`config.mk`:
```
export PLATFORM = sky130hd
export DESIGN_NAME = itlb_refill_ctrl_flat
export DESIGN_NICKNAME = d
export VERILOG_FILES = /design/src/rtl/itlb_refill_ctrl_pkg.sv /design/src/rtl/itlb_refill_ctrl_if.sv /design/src/rtl/itlb_ecc_scrub.sv /design/src/rtl/itlb_refill_ctrl.sv /design/src/flat_wrapper.sv
export SDC_FILE = /design/constraint.sdc
export NUM_CORES = 1
export LEC_CHECK = 0
export ABC_AREA = 1
export CORE_UTILIZATION = 40
export DETAILED_ROUTE_END_ITERATION = 8
export HOLD_SLACK_MARGIN = 0.08
export PLACE_DENSITY = 0.88
export SKIP_CTS_REPAIR_TIMING = 1
export SLEW_MARGIN = 20
export SYNTH_ARGS = -nofsm -noshare
export SYNTH_HDL_FRONTEND = slang
export SYNTH_HIERARCHICAL = 1
export SYNTH_SLANG_ARGS = --single-unit
```
`constraint.sdc`:
```
create_clock -name gclk_i -period 1.45 [get_ports gclk_i]
set_clock_uncertainty 0.2 [all_clocks]
set_input_delay 0.29 -clock gclk_i [delete_from_list [all_inputs] [get_ports gclk_i]]
set_output_delay 0.29 -clock gclk_i [all_outputs]
set_load 0.005 [all_outputs]
```
`src/rtl/itlb_refill_ctrl_pkg.sv`:
```
// Shared types and constants for the ITLB refill controller: RAM address/data formats,
// refill FSM states and the clock bundle delivered by the IU.
package itlb_refill_ctrl_pkg;

  localparam int ITLB_TID_W  = 6;
  localparam int ITLB_IDX_W  = 3;
  localparam int ITLB_ADDR_W = ITLB_TID_W + ITLB_IDX_W;
  localparam int ITLB_DATA_W = 64;

  typedef logic [ITLB_ADDR_W-1:0] mmu_itlbram_addr_type;
  typedef logic [ITLB_DATA_W-1:0] mmu_itlbram_data_type;

  typedef struct packed {
    logic clk;
    logic ce;
    logic clk2x;
  } iu_clk_type;

  typedef enum logic [1:0] {
    IDLE,
    REQ,
    WAIT,
    WR
  } itlb_refill_state_type;

  // An all-zero entry has its valid bit clear, so writing it forces a refill on next use.
  localparam mmu_itlbram_data_type ITLB_INVALID_ENTRY = '0;

  function automatic logic [ITLB_TID_W-1:0] itlb_addr_tid(input mmu_itlbram_addr_type addr);
    return addr[ITLB_ADDR_W-1 -: ITLB_TID_W];
  endfunction

endpackage

```
`src/rtl/itlb_refill_ctrl_if.sv`:
```
// Fill-request/response handshake between the refill controller (master) and the
// page-table walker (slave).
interface itlb_refill_ctrl_if;
  import itlb_refill_ctrl_pkg::*;

  logic                 req_valid;
  mmu_itlbram_addr_type req_addr;
  logic                 req_ready;
  logic                 resp_valid;
  mmu_itlbram_data_type resp_data;
  logic                 resp_err;

  modport master (
    output req_valid, req_addr,
    input  req_ready, resp_valid, resp_data, resp_err
  );

  modport slave (
    input  req_valid, req_addr,
    output req_ready, resp_valid, resp_data, resp_err
  );

endinterface

```
`src/rtl/itlb_ecc_scrub.sv`:
```
// ECC flag consumer: holds one pending scrub address, requests a RAM write slot for it
// and keeps saturating single/double-bit error counts.
module itlb_ecc_scrub
  import itlb_refill_ctrl_pkg::*;
#(
  parameter int ERRCNT_W = 16
) (
  input  logic                 clk_i,
  input  logic                 rst_i,
  input  logic                 sberr_i,
  input  logic                 dberr_i,
  input  mmu_itlbram_addr_type chk_addr_i,
  input  logic                 scrub_gnt_i,
  output logic                 scrub_req_o,
  output mmu_itlbram_addr_type scrub_addr_o,
  output logic [ERRCNT_W-1:0]  sberr_cnt_o,
  output logic [ERRCNT_W-1:0]  dberr_cnt_o
);

  logic                 pend_q, pend_d;
  mmu_itlbram_addr_type addr_q, addr_d;
  logic [ERRCNT_W-1:0]  sb_cnt_q, sb_cnt_d;
  logic [ERRCNT_W-1:0]  db_cnt_q, db_cnt_d;

  // NOTE: state registers use non-blocking assignments so every flop samples pre-edge values.
  always_ff @(posedge clk_i) begin
    if (rst_i) begin
      pend_q   <= 1'b0;
      addr_q   <= '0;
      sb_cnt_q <= '0;
      db_cnt_q <= '0;
    end else begin
      pend_q   <= pend_d;
      addr_q   <= addr_d;
      sb_cnt_q <= sb_cnt_d;
      db_cnt_q <= db_cnt_d;
    end
  end

  // NOTE: every output of this block gets a default first, so no path can infer a latch.
  always_comb begin
    pend_d   = pend_q;
    addr_d   = addr_q;
    sb_cnt_d = sb_cnt_q;
    db_cnt_d = db_cnt_q;

    if (pend_q && scrub_gnt_i) pend_d = 1'b0;
    // Only one scrub can be outstanding; later flags are counted but their address is dropped.
    if (!pend_q && (sberr_i || dberr_i)) begin
      pend_d = 1'b1;
      addr_d = chk_addr_i;
    end

    if (dberr_i) begin
      if (!(&db_cnt_q)) db_cnt_d = db_cnt_q + ERRCNT_W'(1);
    end else if (sberr_i) begin
      if (!(&sb_cnt_q)) sb_cnt_d = sb_cnt_q + ERRCNT_W'(1);
    end
  end

  assign scrub_req_o  = pend_q;
  assign scrub_addr_o = addr_q;
  assign sberr_cnt_o  = sb_cnt_q;
  assign dberr_cnt_o  = db_cnt_q;

endmodule

```
`src/rtl/itlb_refill_ctrl.sv`:
```
// ITLB RAM write-side controller: refills one missing entry at a time through the walker
// and invalidates entries flagged by the RAM's ECC check.
module itlb_refill_ctrl
  import itlb_refill_ctrl_pkg::*;
#(
  parameter int ERRCNT_W = 16
) (
  input  iu_clk_type               gclk_i,
  input  logic                     rst_i,
  input  logic                     miss_valid_i,
  input  mmu_itlbram_addr_type     miss_addr_i,
  output logic                     miss_ready_o,
  itlb_refill_ctrl_if.master       mem,
  input  mmu_itlbram_addr_type     chk_addr_i,
  input  logic                     sberr_i,
  input  logic                     dberr_i,
  output mmu_itlbram_addr_type     waddr_o,
  output logic                     we_o,
  output mmu_itlbram_data_type     wdata_o,
  output logic                     done_valid_o,
  output logic [ITLB_TID_W-1:0]    done_tid_o,
  output logic                     done_fault_o,
  output logic [ERRCNT_W-1:0]      sberr_cnt_o,
  output logic [ERRCNT_W-1:0]      dberr_cnt_o
);

  logic                  clk;
  logic                  unused_clk_aux;
  itlb_refill_state_type state_q, state_d;
  mmu_itlbram_addr_type  addr_q, addr_d;
  mmu_itlbram_data_type  data_q, data_d;
  logic                  err_q, err_d;
  logic                  req_valid;
  mmu_itlbram_addr_type  req_addr;
  logic                  scrub_req, scrub_gnt;
  mmu_itlbram_addr_type  scrub_addr;

  assign clk            = gclk_i.clk;
  assign unused_clk_aux = gclk_i.ce ^ gclk_i.clk2x;
  assign mem.req_valid  = req_valid;
  assign mem.req_addr   = req_addr;

  itlb_ecc_scrub #(.ERRCNT_W(ERRCNT_W)) u_scrub (
    .clk_i        (clk),
    .rst_i        (rst_i),
    .sberr_i      (sberr_i),
    .dberr_i      (dberr_i),
    .chk_addr_i   (chk_addr_i),
    .scrub_gnt_i  (scrub_gnt),
    .scrub_req_o  (scrub_req),
    .scrub_addr_o (scrub_addr),
    .sberr_cnt_o  (sberr_cnt_o),
    .dberr_cnt_o  (dberr_cnt_o)
  );

  always_ff @(posedge clk) begin
    if (rst_i) begin
      state_q <= IDLE;
      addr_q  <= '0;
      data_q  <= '0;
      err_q   <= 1'b0;
    end else begin
      state_q <= state_d;
      addr_q  <= addr_d;
      data_q  <= data_d;
      err_q   <= err_d;
    end
  end

  always_comb begin
    state_d      = state_q;
    addr_d       = addr_q;
    data_d       = data_q;
    err_d        = err_q;
    miss_ready_o = 1'b0;
    req_valid    = 1'b0;
    req_addr     = '0;
    we_o         = 1'b0;
    waddr_o      = '0;
    wdata_o      = '0;
    done_valid_o = 1'b0;
    done_tid_o   = '0;
    done_fault_o = 1'b0;
    scrub_gnt    = 1'b0;

    // A pending scrub always owns the write port; the fill write waits behind it.
    if (scrub_req) begin
      we_o      = 1'b1;
      waddr_o   = scrub_addr;
      wdata_o   = ITLB_INVALID_ENTRY;
      scrub_gnt = 1'b1;
    end

    case (state_q)
      IDLE: begin
        miss_ready_o = 1'b1;
        if (miss_valid_i) begin
          addr_d  = miss_addr_i;
          state_d = REQ;
        end
      end
      REQ: begin
        req_valid = 1'b1;
        req_addr  = addr_q;
        if (mem.req_ready) state_d = WAIT;
      end
      WAIT: begin
        if (mem.resp_valid) begin
          data_d  = mem.resp_data;
          err_d   = mem.resp_err;
          state_d = WR;
        end
      end
      WR: begin
        if (!scrub_req) begin
          if (!err_q) begin
            we_o    = 1'b1;
            waddr_o = addr_q;
            wdata_o = data_q;
          end
          done_valid_o = 1'b1;
          done_tid_o   = itlb_addr_tid(addr_q);
          done_fault_o = err_q;
          state_d      = IDLE;
        end
      end
    endcase

    // Reset is synchronous, so the registers may still hold a mid-fill state this cycle.
    if (rst_i) begin
      miss_ready_o = 1'b0;
      req_valid    = 1'b0;
      req_addr     = '0;
      we_o         = 1'b0;
      waddr_o      = '0;
      wdata_o      = '0;
      done_valid_o = 1'b0;
      done_tid_o   = '0;
      done_fault_o = 1'b0;
      scrub_gnt    = 1'b0;
    end
  end

endmodule

```
`src/flat_wrapper.sv`:
```
// flat-port wrapper written by rule: the top's interface ports become plain ports
module itlb_refill_ctrl_flat import itlb_refill_ctrl_pkg::*;
#(
  parameter int ERRCNT_W = 16
)
  (gclk_i, rst_i, miss_valid_i, miss_addr_i, miss_ready_o, chk_addr_i, sberr_i, dberr_i, waddr_o, we_o, wdata_o, done_valid_o, done_tid_o, done_fault_o, sberr_cnt_o, dberr_cnt_o, mem_req_valid, mem_req_addr, mem_req_ready, mem_resp_valid, mem_resp_data, mem_resp_err);
  itlb_refill_ctrl_if mem_i ();
  input  iu_clk_type gclk_i;
  input  logic rst_i;
  input  logic miss_valid_i;
  input  mmu_itlbram_addr_type miss_addr_i;
  output logic miss_ready_o;
  input  mmu_itlbram_addr_type chk_addr_i;
  input  logic sberr_i;
  input  logic dberr_i;
  output mmu_itlbram_addr_type waddr_o;
  output logic we_o;
  output mmu_itlbram_data_type wdata_o;
  output logic done_valid_o;
  output logic [ITLB_TID_W-1:0] done_tid_o;
  output logic done_fault_o;
  output logic [ERRCNT_W-1:0] sberr_cnt_o;
  output logic [ERRCNT_W-1:0] dberr_cnt_o;
  output wire logic [$bits(mem_i.req_valid)-1:0] mem_req_valid;
  output wire logic [$bits(mem_i.req_addr)-1:0] mem_req_addr;
  input wire logic [$bits(mem_i.req_ready)-1:0] mem_req_ready;
  input wire logic [$bits(mem_i.resp_valid)-1:0] mem_resp_valid;
  input wire logic [$bits(mem_i.resp_data)-1:0] mem_resp_data;
  input wire logic [$bits(mem_i.resp_err)-1:0] mem_resp_err;
  assign mem_req_valid = mem_i.req_valid;
  assign mem_req_addr = mem_i.req_addr;
  assign mem_i.req_ready = mem_req_ready;
  assign mem_i.resp_valid = mem_resp_valid;
  assign mem_i.resp_data = mem_resp_data;
  assign mem_i.resp_err = mem_resp_err;
  itlb_refill_ctrl #(.ERRCNT_W(ERRCNT_W)) u_core (.gclk_i(gclk_i), .rst_i(rst_i), .miss_valid_i(miss_valid_i), .miss_addr_i(miss_addr_i), .miss_ready_o(miss_ready_o), .mem(mem_i), .chk_addr_i(chk_addr_i), .sberr_i(sberr_i), .dberr_i(dberr_i), .waddr_o(waddr_o), .we_o(we_o), .wdata_o(wdata_o), .done_valid_o(done_valid_o), .done_tid_o(done_tid_o), .done_fault_o(done_fault_o), .sberr_cnt_o(sberr_cnt_o), .dberr_cnt_o(dberr_cnt_o));
endmodule
```
==> out/results.ini, run 1 <==
[run_status]
outcome = finished with violations
violations = setup timing

[drt]
firstDrtPassIters = 5
drc = 0
first_iter_violations = 739
via_per_inst = 5.562
antenna_left = 0
wire_per_inst_microns = 20.71
totalWireLength_mm = 29.10
vias = 7815

[cts]
clk-insertion-delay-late_ns = 0.42
cts_made_buffers = 17
clk_path_buf_depth = 2
cts_root_buf = clkbuf_16
cts.clk_slew.worst_paths_ns = 0.06
cts_tree = done
clock_sinks = 118
htreeDepth = 4

[pwr]
combPwrFrac_pct = 35.4
finalPower_uw = 12760
pwr-share-seq_pct = 31.7
powerDensity_nw_per_um2 = 1122
switching_share_pct = 33.65
internal_power_uw = 8469
switchingPower_uw = 4295
ir_worst_vdd_uv = 923.2
pwr-share-clk_pct = 32.9
power.leakage_uw = 0.005155

[worst_setup_path]
timing.rr.end = u_core/data_q[33]
crit_path_start_kind = flip-flop
reg2reg_setup_slack_ns = -0.46
r2r-start = u_core/state_q[1]
worst_r2r_path_depth = 10
crit_start = u_core/state_q[0]
crit_type = flip-flop to output pin
worst_setup_path_end_kind = output pin
cp_max_fo = 5
cp.arrival_ns = 1.88
worstPathRequired_ns = 0.96

[synth]
synth_ff_type = dfxtp_1
synth_warnings = 6
avgSynthCellArea_sq_um = 6.652
syn-cell-area_sq_um = 5614
syn_inst = 844
synth_area_leaders = dfxtp_1 42%, nor2_1 15%, nand2_1 9.4%
synth_edf_count = 0
synth.distinct_cells = 30
async_reset_ff_share_pct = 0
syn_nets = 942
yosys.area.top_type_share_pct = 42.08
yosysSeqAreaShare_pct = 42.08
synth_seq_cells = 118
synth_top_cell_by_area = dfxtp_1

[timing]
period_share_pct = 163.3
drv_slew = 0
hold_violations = 0
slew-limit-headroom_pct = 51.12
tightest_slew_ns = 0.7332
rsz0062_at_grt = yes
max_freq_mhz = 422.4
setup_tns_ns = -108.18
setup_viol = 207
fin_ws_ns = -0.9176
layout_min_cycle_time_ns = 2.368

[cells_and_area]
area_delta_synth_final_pct = 102.6
fin_area_sq_um = 11370
fin_nets = 1313
final_cells = 1405
n_fill_cell = 618
multi_input_area_sq_um = 3826
drive_gt1_share_pct = 49.84
regArea_sq_um = 2440

[placement]
dp_slack_ns = -1.282
place_area_sq_um = 8874
place_inst = 1302
hpwl_mm = 13.22
portBuffers = 214
gp_congestion = 0.8824

[global_route]
grt_pass1_wl_mm = 28.49
grt_max_degree = 53
grt_pass1_vias = 6158
antenna_found_initial = 2
gr-total-overflow = 0
grt_use_total_pct = 25.17

[floorplanning]
die_area_sq_um = 14510
num_io_pins = 217
start_util_pct = 41.73
core.rowCount = 42
core-area_sq_um = 13450
die_y_microns = 120.5
die-width_microns = 120.5

[flow_run]
maxCapViolations = 0

[min_path]
worstHoldEndpoint = u_core/u_scrub/dberr_cnt_o[3]
hp-class = primary input to flip-flop
hold_start = dberr_i
hold-path-cell-count = 4

==> synthesized netlist by cell type (2+ instances only) <==
library cell  instances
inv_2                 7
nor2_4                9
dfxtp_1             118
nand3b_1              2
nand3_1              23
o21ai_0              90
nor2_2                3
o21ai_1               2
buf_6                 2
nand2_1             141
ha_1                  6
a21oi_1              69
xor2_1                4
buf_4                 2
nand2_2               9
clkbuf_1             15
buf_2                18
nand4_1               3
nor2_1              220
inv_1                91
==> routing by layer <==
metal / vias up / part of all wire, % / track usage (%)
met4: 2 / 5.9 / 11.19
met1: 3685 / 34 / 25.85
met2: 578 / 51 / 45.58
li1: 3385 / - / -
met5: - / 0.045 / 0
met3: 165 / 8.8 / 9.057
==> state kept, by name, indices dropped and copies added (netlist names) <==
register,cells
u_core/addr_q,9
u_core/data_q,64
u_core/err_q,1
u_core/state_q,2
u_core/u_scrub/dberr_cnt_o,16
u_core/u_scrub/sberr_cnt_o,16
u_core/u_scrub/scrub_addr_o,9
u_core/u_scrub/scrub_req_o,1
==> per-stage QoR <==
step / utilization [%] / hold WS (ns)
floorplan: - / 0.1524
global placement: 65.96 / 0.2378
detailed placement: 65.96 / 0.2433
CTS: 70.34 / 0.2468
global route: 84.53 / 0.2260
finish: 84.55 / 0.2204
==> logic make-up after synthesis <==
family / Yosys count / synth area share [%]
buffers and inverters: 138 / 10.05
XOR/XNOR: 4 / 0.6240
AND/OR/NAND/NOR: 414 / 30.82
adder cells (fa/ha/maj): 6 / 1.337
AO/OA/AOI/OAI: 164 / 15.09
flip-flops: 118 / 42.08
==> worst max path at each step <==
stage / depth (start not counted) / slack [ns] / endpoint
2_1_floorplan: 8 / -0.09 / waddr_o[3]
3_3_place_gp: 8 / -1.24 / wdata_o[42]
3_5_place_dp: 8 / -1.28 / wdata_o[63]
4_1_cts: 7 / -1.30 / wdata_o[63]
5_1_grt: 9 / -0.98 / wdata_o[33]
6_report: 9 / -0.92 / wdata_o[36]
==> final cells by class <==
| class | instances | area share, % |
|---|---|---|
| Timing Repair Buffer | 391 | 34.35 |
| Multi-Input combinational cell | 588 | 33.64 |
| Sequential cell | 118 | 21.45 |
| Clock buffer | 22 | 4.356 |
| Inverter | 99 | 3.421 |
| Tap cell | 176 | 1.936 |
| Clock inverter | 10 | 0.8250 |
| Antenna cell | 1 | 0.02200 |
==> cells in the final DEF (no fill, tap or decap), types with 3 or more instances in the layout <==
cell | synthesis | routed
nor2_1 | 220 | 120
nand2_1 | 141 | 112
clkdlybuf4s50_1 | 0 | 88
inv_1 | 91 | 88
buf_4 | 2 | 87
dfxtp_1 | 118 | 84
nor2_2 | 3 | 70
buf_6 | 2 | 61
buf_2 | 18 | 61
nor2_4 | 9 | 42
o21ai_2 | 0 | 41
a21oi_1 | 69 | 36
clkbuf_16 | 0 | 34
a21oi_2 | 1 | 33
o21ai_0 | 90 | 27
nand2_2 | 9 | 26
clkbuf_2 | 1 | 25
dlymetal6s2s_1 | 0 | 24
buf_12 | 0 | 20
dfxtp_2 | 0 | 20
o21ai_1 | 2 | 14
dfxtp_4 | 0 | 14
o21ai_4 | 1 | 11
nand3_1 | 23 | 11
nand3_2 | 1 | 10
nand2_4 | 0 | 9
inv_2 | 7 | 7
buf_8 | 0 | 6
ha_4 | 0 | 6
xor2_1 | 4 | 4
clkbuf_8 | 0 | 3
clkinv_2 | 0 | 3
clkinvlp_4 | 0 | 3
nand2_8 | 0 | 3
nand3_4 | 0 | 3
nand4_1 | 3 | 3
==> power groups by stage <==
stage	logic, uW	registers [uW]	clock network, uW
after floorplan	1290	3990	0
after global placement	2450	4000	0
after detailed placement	2520	4020	0
after CTS	2560	3960	4150
after global routing	4660	4060	4400
final	4520	4050	4200
==> critical path, cell delays in order (launching register included) <==
cell and delay, ns:
dfxtp_2 0.36, ha_4 0.17, nand2_4 0.06, nor2_4 0.19, clkinv_8 0.08, buf_12 0.14
buf_12 0.13, buf_8 0.13, nor2_4 0.08, clkbuf_2 0.12
No activity file was read; power rests on OpenSTA's default activity.
==> run 2, diff against run 1 <==
--- a/config.mk
+++ b/config.mk
@@ -6,10 +6,11 @@
 export NUM_CORES = 1
 export LEC_CHECK = 0
 export ABC_AREA = 1
-export CORE_UTILIZATION = 40
+export CORE_UTILIZATION = 41
+export CTS_BUF_LIST = sky130_fd_sc_hd__clkbuf_8
 export DETAILED_ROUTE_END_ITERATION = 8
 export HOLD_SLACK_MARGIN = 0.08
-export PLACE_DENSITY = 0.88
+export PLACE_DENSITY = 0.9
 export SKIP_CTS_REPAIR_TIMING = 1
 export SLEW_MARGIN = 20
 export SYNTH_ARGS = -nofsm -noshare
==> out/results.ini, run 2 (synthesized netlist as in run 1, its figures left out) <==
[timing]
rsz0062_at_grt = yes
period_share_pct = 157.1
fin_ws_ns = -0.8279
max_freq_mhz = 439.0
drv_slew = 0
slew-limit-headroom_pct = 60.62
tightest_slew_ns = 0.5888
hold_violations = 0
layout_min_cycle_time_ns = 2.278
setup_viol = 218

[worst_setup_path]
worst_setup_path_end_kind = output pin
cp_slowest_cell = dfxtp_4
cp.arrival_ns = 1.79
crit_type = flip-flop to output pin
max_stage_delay_ns = 0.36
path_buf_inv = 3
cp_max_fo = 7
crit_path_start_kind = flip-flop
worstPathRequired_ns = 0.96
critical-path-top-delay-family = simple AND/OR/NAND/NOR gates
cp_cell_sequence = ha_4, nand2_4, nor2_4, inv_4, buf_12, nor2_4, nand2_1, nand2_1, buf_2

[run_status]
outcome = finished with violations
violations = setup timing

[cts]
cts_tree = done
htreeDepth = 4
clk-insertion-delay-late_ns = 0.44
cts_root_buf = clkbuf_8
cts.clk_slew.worst_paths_ns = 0.07
clk_path_buf_depth = 2
clock_sinks = 118
cts_made_buffers = 17

[pwr]
finalPower_uw = 11480
ir_worst_vdd_uv = 941.5
powerDensity_nw_per_um2 = 1049
power.leakage_uw = 0.004805

[floorplanning]
core-area_sq_um = 13300
core.rowCount = 42
num_io_pins = 217
start_util_pct = 42.23
die_area_sq_um = 14160
die_y_microns = 119.0
die-width_microns = 119.0

[global_route]
grt_pass1_vias = 5951
grt_pass1_wl_mm = 27.91
gr-total-overflow = 0
grt_use_total_pct = 24.86
antenna_found_initial = 1
grt_max_degree = 63

[cells_and_area]
most-common-layout-cells = 128 x nor2_1, 120 x nand2_1, 96 x buf_4
layout_commonest_cell = nor2_1
largest_register_ffs = 64
final_cells = 1407
diodes = 0
drive_gt1_share_pct = 51.10
final_util_pct = 82.30
area_delta_synth_final_pct = 94.90
largest_register = u_core/data_q
fin_nets = 1316

[drt]
via_per_inst = 5.442
drc = 0
wl_met2_mm = 13.83
firstDrtPassIters = 8
wire_per_inst_microns = 19.35
antenna_left = 0
totalWireLength_mm = 27.23
first_iter_violations = 742
wl_met1_mm = 9.411
highest_layer = met5
wl_met3_mm = 2.374
vias = 7657

[placement]
portBuffers = 214
hpwl_mm = 13.07
place_inst = 1300
dp_slack_ns = -1.058
gp_congestion = 0.8872

[flow_run]
maxCapViolations = 0

[min_path]
hp-class = primary input to flip-flop

## run 2: changes by cell type in the layout (fill, tap and decap cells not counted), moves of 14 or more
cell | previous run | this run
dlymetal6s2s_1 | 24 | 10
clkbuf_2 | 25 | 48
clkbuf_16 | 34 | 12
clkbuf_8 | 3 | 17
a21oi_2 | 33 | 51
o21ai_1 | 14 | 28
a21oi_1 | 36 | 18
## run 2: worst paths after layout
kind                                                        to  cells past startpoint         startpoint  slack (ns)
worst min-delay path            u_core/u_scrub/scrub_addr_o[2]                      3      chk_addr_i[2]        0.23
worst max register to register               u_core/data_q[46]                     11  u_core/state_q[0]       -0.56
worst min register to register                u_core/data_q[4]                      2   u_core/data_q[4]        0.29
worst max-delay path                                waddr_o[4]                      9  u_core/state_q[0]       -0.83
## run 2: worst min-delay path: cells and delay by family
| family | cells | cell delay, ns |
|---|---|---|
| and+or+nand+nor | 2 | 0.15 |
| buffers and inverters | 1 | 0.39 |
## run 2: per-layer routing
metal	vias to the layer above	GRT usage (%)
met2	541	44.73
li1	3390	-
met4	2	10.76
met1	3568	26.50
met5	-	0
met3	156	7.807
## run 2: final cells by class
class,instances,area [sq um]
Tap cell,176,220.2
Sequential cell,118,2439
Multi-Input combinational cell,590,3811
Clock buffer,17,234.0
Clock inverter,15,156.4
Timing Repair Buffer,392,3692
Fill cell,677,2354
Inverter,99,389.1
## run 2: through the flow
step	instance area [sq um]	hold WS (ns)	TNS, ns
final	10940	0.2266	-103.89
after global routing	10940	0.2268	-114.92
after CTS	9286	0.2007	-148.13
after detailed placement	8896	0.2461	-128.27
after global placement	8896	0.2369	-120.10
after floorplan	5828	0.1524	-3.923
## run 2: where the power goes
group | switching (uW) | internal, uW | total [uW]
sequential | 307 | 3740 | 4050
clock | 1540 | 1530 | 3070
combinational | 2340 | 2020 | 4360
==> run 3, diff against run 2 <==
--- a/config.mk
+++ b/config.mk
@@ -11,8 +11,8 @@
 export DETAILED_ROUTE_END_ITERATION = 8
 export HOLD_SLACK_MARGIN = 0.08
 export PLACE_DENSITY = 0.9
+export SETUP_SLACK_MARGIN = 0.3
 export SKIP_CTS_REPAIR_TIMING = 1
-export SLEW_MARGIN = 20
 export SYNTH_ARGS = -nofsm -noshare
 export SYNTH_HDL_FRONTEND = slang
 export SYNTH_HIERARCHICAL = 1
==> out/results.ini, run 3 (synthesized netlist as in run 1, its figures left out) <==
[worst_setup_path]
cp_cell_sequence = ha_4, nand4_4, buf_12, o21ai_1, clkdlybuf4s50_1
max_stage_delay_ns = 0.51
cp_slowest_cell = clkdlybuf4s50_1
worst_setup_path_end_kind = output pin
cp_max_fo = 45
crit_type = flip-flop to output pin
cp.arrival_ns = 1.92
crit_path_start_kind = flip-flop
worstPathRequired_ns = 0.96

[floorplanning]
die_area_sq_um = 14160
core.rowCount = 42
die_y_microns = 119.0
die-width_microns = 119.0
core-area_sq_um = 13300
num_io_pins = 217
start_util_pct = 42.23

[timing]
rsz0062_at_grt = yes
period_share_pct = 166.1
max_freq_mhz = 415.3
setup_tns_ns = -84.48
layout_min_cycle_time_ns = 2.408
setup_viol = 215
hold_violations = 0
drv_slew = 0
slew-limit-headroom_pct = 71.36
fin_ws_ns = -0.9581
tightest_slew_ns = 0.4282

[cts]
clock_sinks = 118
cts_made_buffers = 17
clk_path_buf_depth = 2
cts.clk_slew.worst_paths_ns = 0.07
clk-insertion-delay-late_ns = 0.45
cts_tree = done
htreeDepth = 4
cts_root_buf = clkbuf_8

[drt]
first_iter_violations = 513
antenna_left = 0
totalWireLength_mm = 20.53
vias = 6779
wire_per_inst_microns = 15.10
via_per_inst = 4.985
firstDrtPassIters = 7
drc = 0

[pwr]
power.leakage_uw = 0.004462
ir_worst_vdd_uv = 783.9
powerDensity_nw_per_um2 = 1039

[cells_and_area]
regArea_sq_um = 2437
final_util_pct = 73.45
drive_gt1_share_pct = 35.90
largest_register = u_core/data_q
multi_input_area_sq_um = 3157
fin_nets = 1269
diodes = 0
area_delta_synth_final_pct = 73.95
largest_register_ffs = 64
layout_commonest_cell = nor2_1
n_fill_cell = 931
most-common-layout-cells = 187 x nor2_1, 132 x nand2_1, 102 x clkdlybuf4s50_1

[placement]
gp_congestion = 0.8966
dp_slack_ns = -1.038
portBuffers = 214
hpwl_mm = 12.78

[min_path]
hp-class = primary input to flip-flop

[global_route]
grt_max_degree = 77
busiest_layer = met2
grt_pass1_wl_mm = 27.68
grt_pass1_vias = 5935
grt_use_total_pct = 24.67
gr-total-overflow = 0
met1_usage_pct = 27.59
antenna_found_initial = 0
met3_usage_pct = 7.711
gr-usage-met2_pct = 42.84

[run_status]
outcome = finished with violations
violations = setup timing

[flow_run]
maxCapViolations = 0

run 3: changes by cell type in the layout (fill, tap and decap cells not counted), moves of 25 or more:
cell | before | now
nor2_1 | 128 | 187
o21ai_0 | 18 | 62
buf_2 | 51 | 12
nor2_4 | 47 | 12
o21ai_2 | 41 | 11
buf_6 | 63 | 38
run 3: path summary, 6_finish.rpt:
check,start,endpoint,slack (ns),cells past startpoint
worst max-delay path,u_core/state_q[0],waddr_o[2],-0.96,5
worst min-delay path,chk_addr_i[1],u_core/u_scrub/scrub_addr_o[1],0.23,3
worst max register to register,u_core/u_scrub/sberr_cnt_o[1],u_core/u_scrub/sberr_cnt_o[13],-0.34,10
worst min register to register,u_core/data_q[27],u_core/data_q[27],0.25,2
run 3: final cells by class:
class / count / area share, %
timing repair buffer: 346 / 32.62
inverter: 99 / 3.908
clock buffer: 18 / 2.537
multi-input combinational: 589 / 32.33
clock inverter: 14 / 1.397
tap: 176 / 2.255
sequential: 118 / 24.96
run 3: stage by stage:
step / cells / hold slack [ns] / total power, uW / cell area [sq um]
floorplan: 844 / 0.1451 / 5366 / 5922
global placement: 1286 / 0.2397 / 6339 / 8766
detailed placement: 1286 / 0.2442 / 6441 / 8766
CTS: 1318 / 0.2029 / 9373 / 9150
global route: 1360 / 0.2326 / 10680 / 9766
finish: 1360 / 0.2254 / 10150 / 9766
run 3: power by group:
part	total, uW	internal [uW]	switching (uW)
combinational	3230	1540	1690
sequential	3960	3740	221
clock	2960	1550	1400
total	10100	6830	3320
run 3: routing by layer:
metal | up-vias | share of wire [%]
met5 | - | 0
met2 | 329 | 50
met1 | 3088 | 38
met4 | 0 | 3.9
li1 | 3291 | -
met3 | 71 | 8.0
run 3: worst max-delay path, delay by kind of cell, from the launching register on:
kind                     cells  cell delay (ns)
buffers and inverters        2             0.70
flip-flops                   1             0.35
adder cells (fa/ha/maj)      1             0.16
AO/OA/AOI/OAI                1             0.14
AND/OR/NAND/NOR              1             0.11
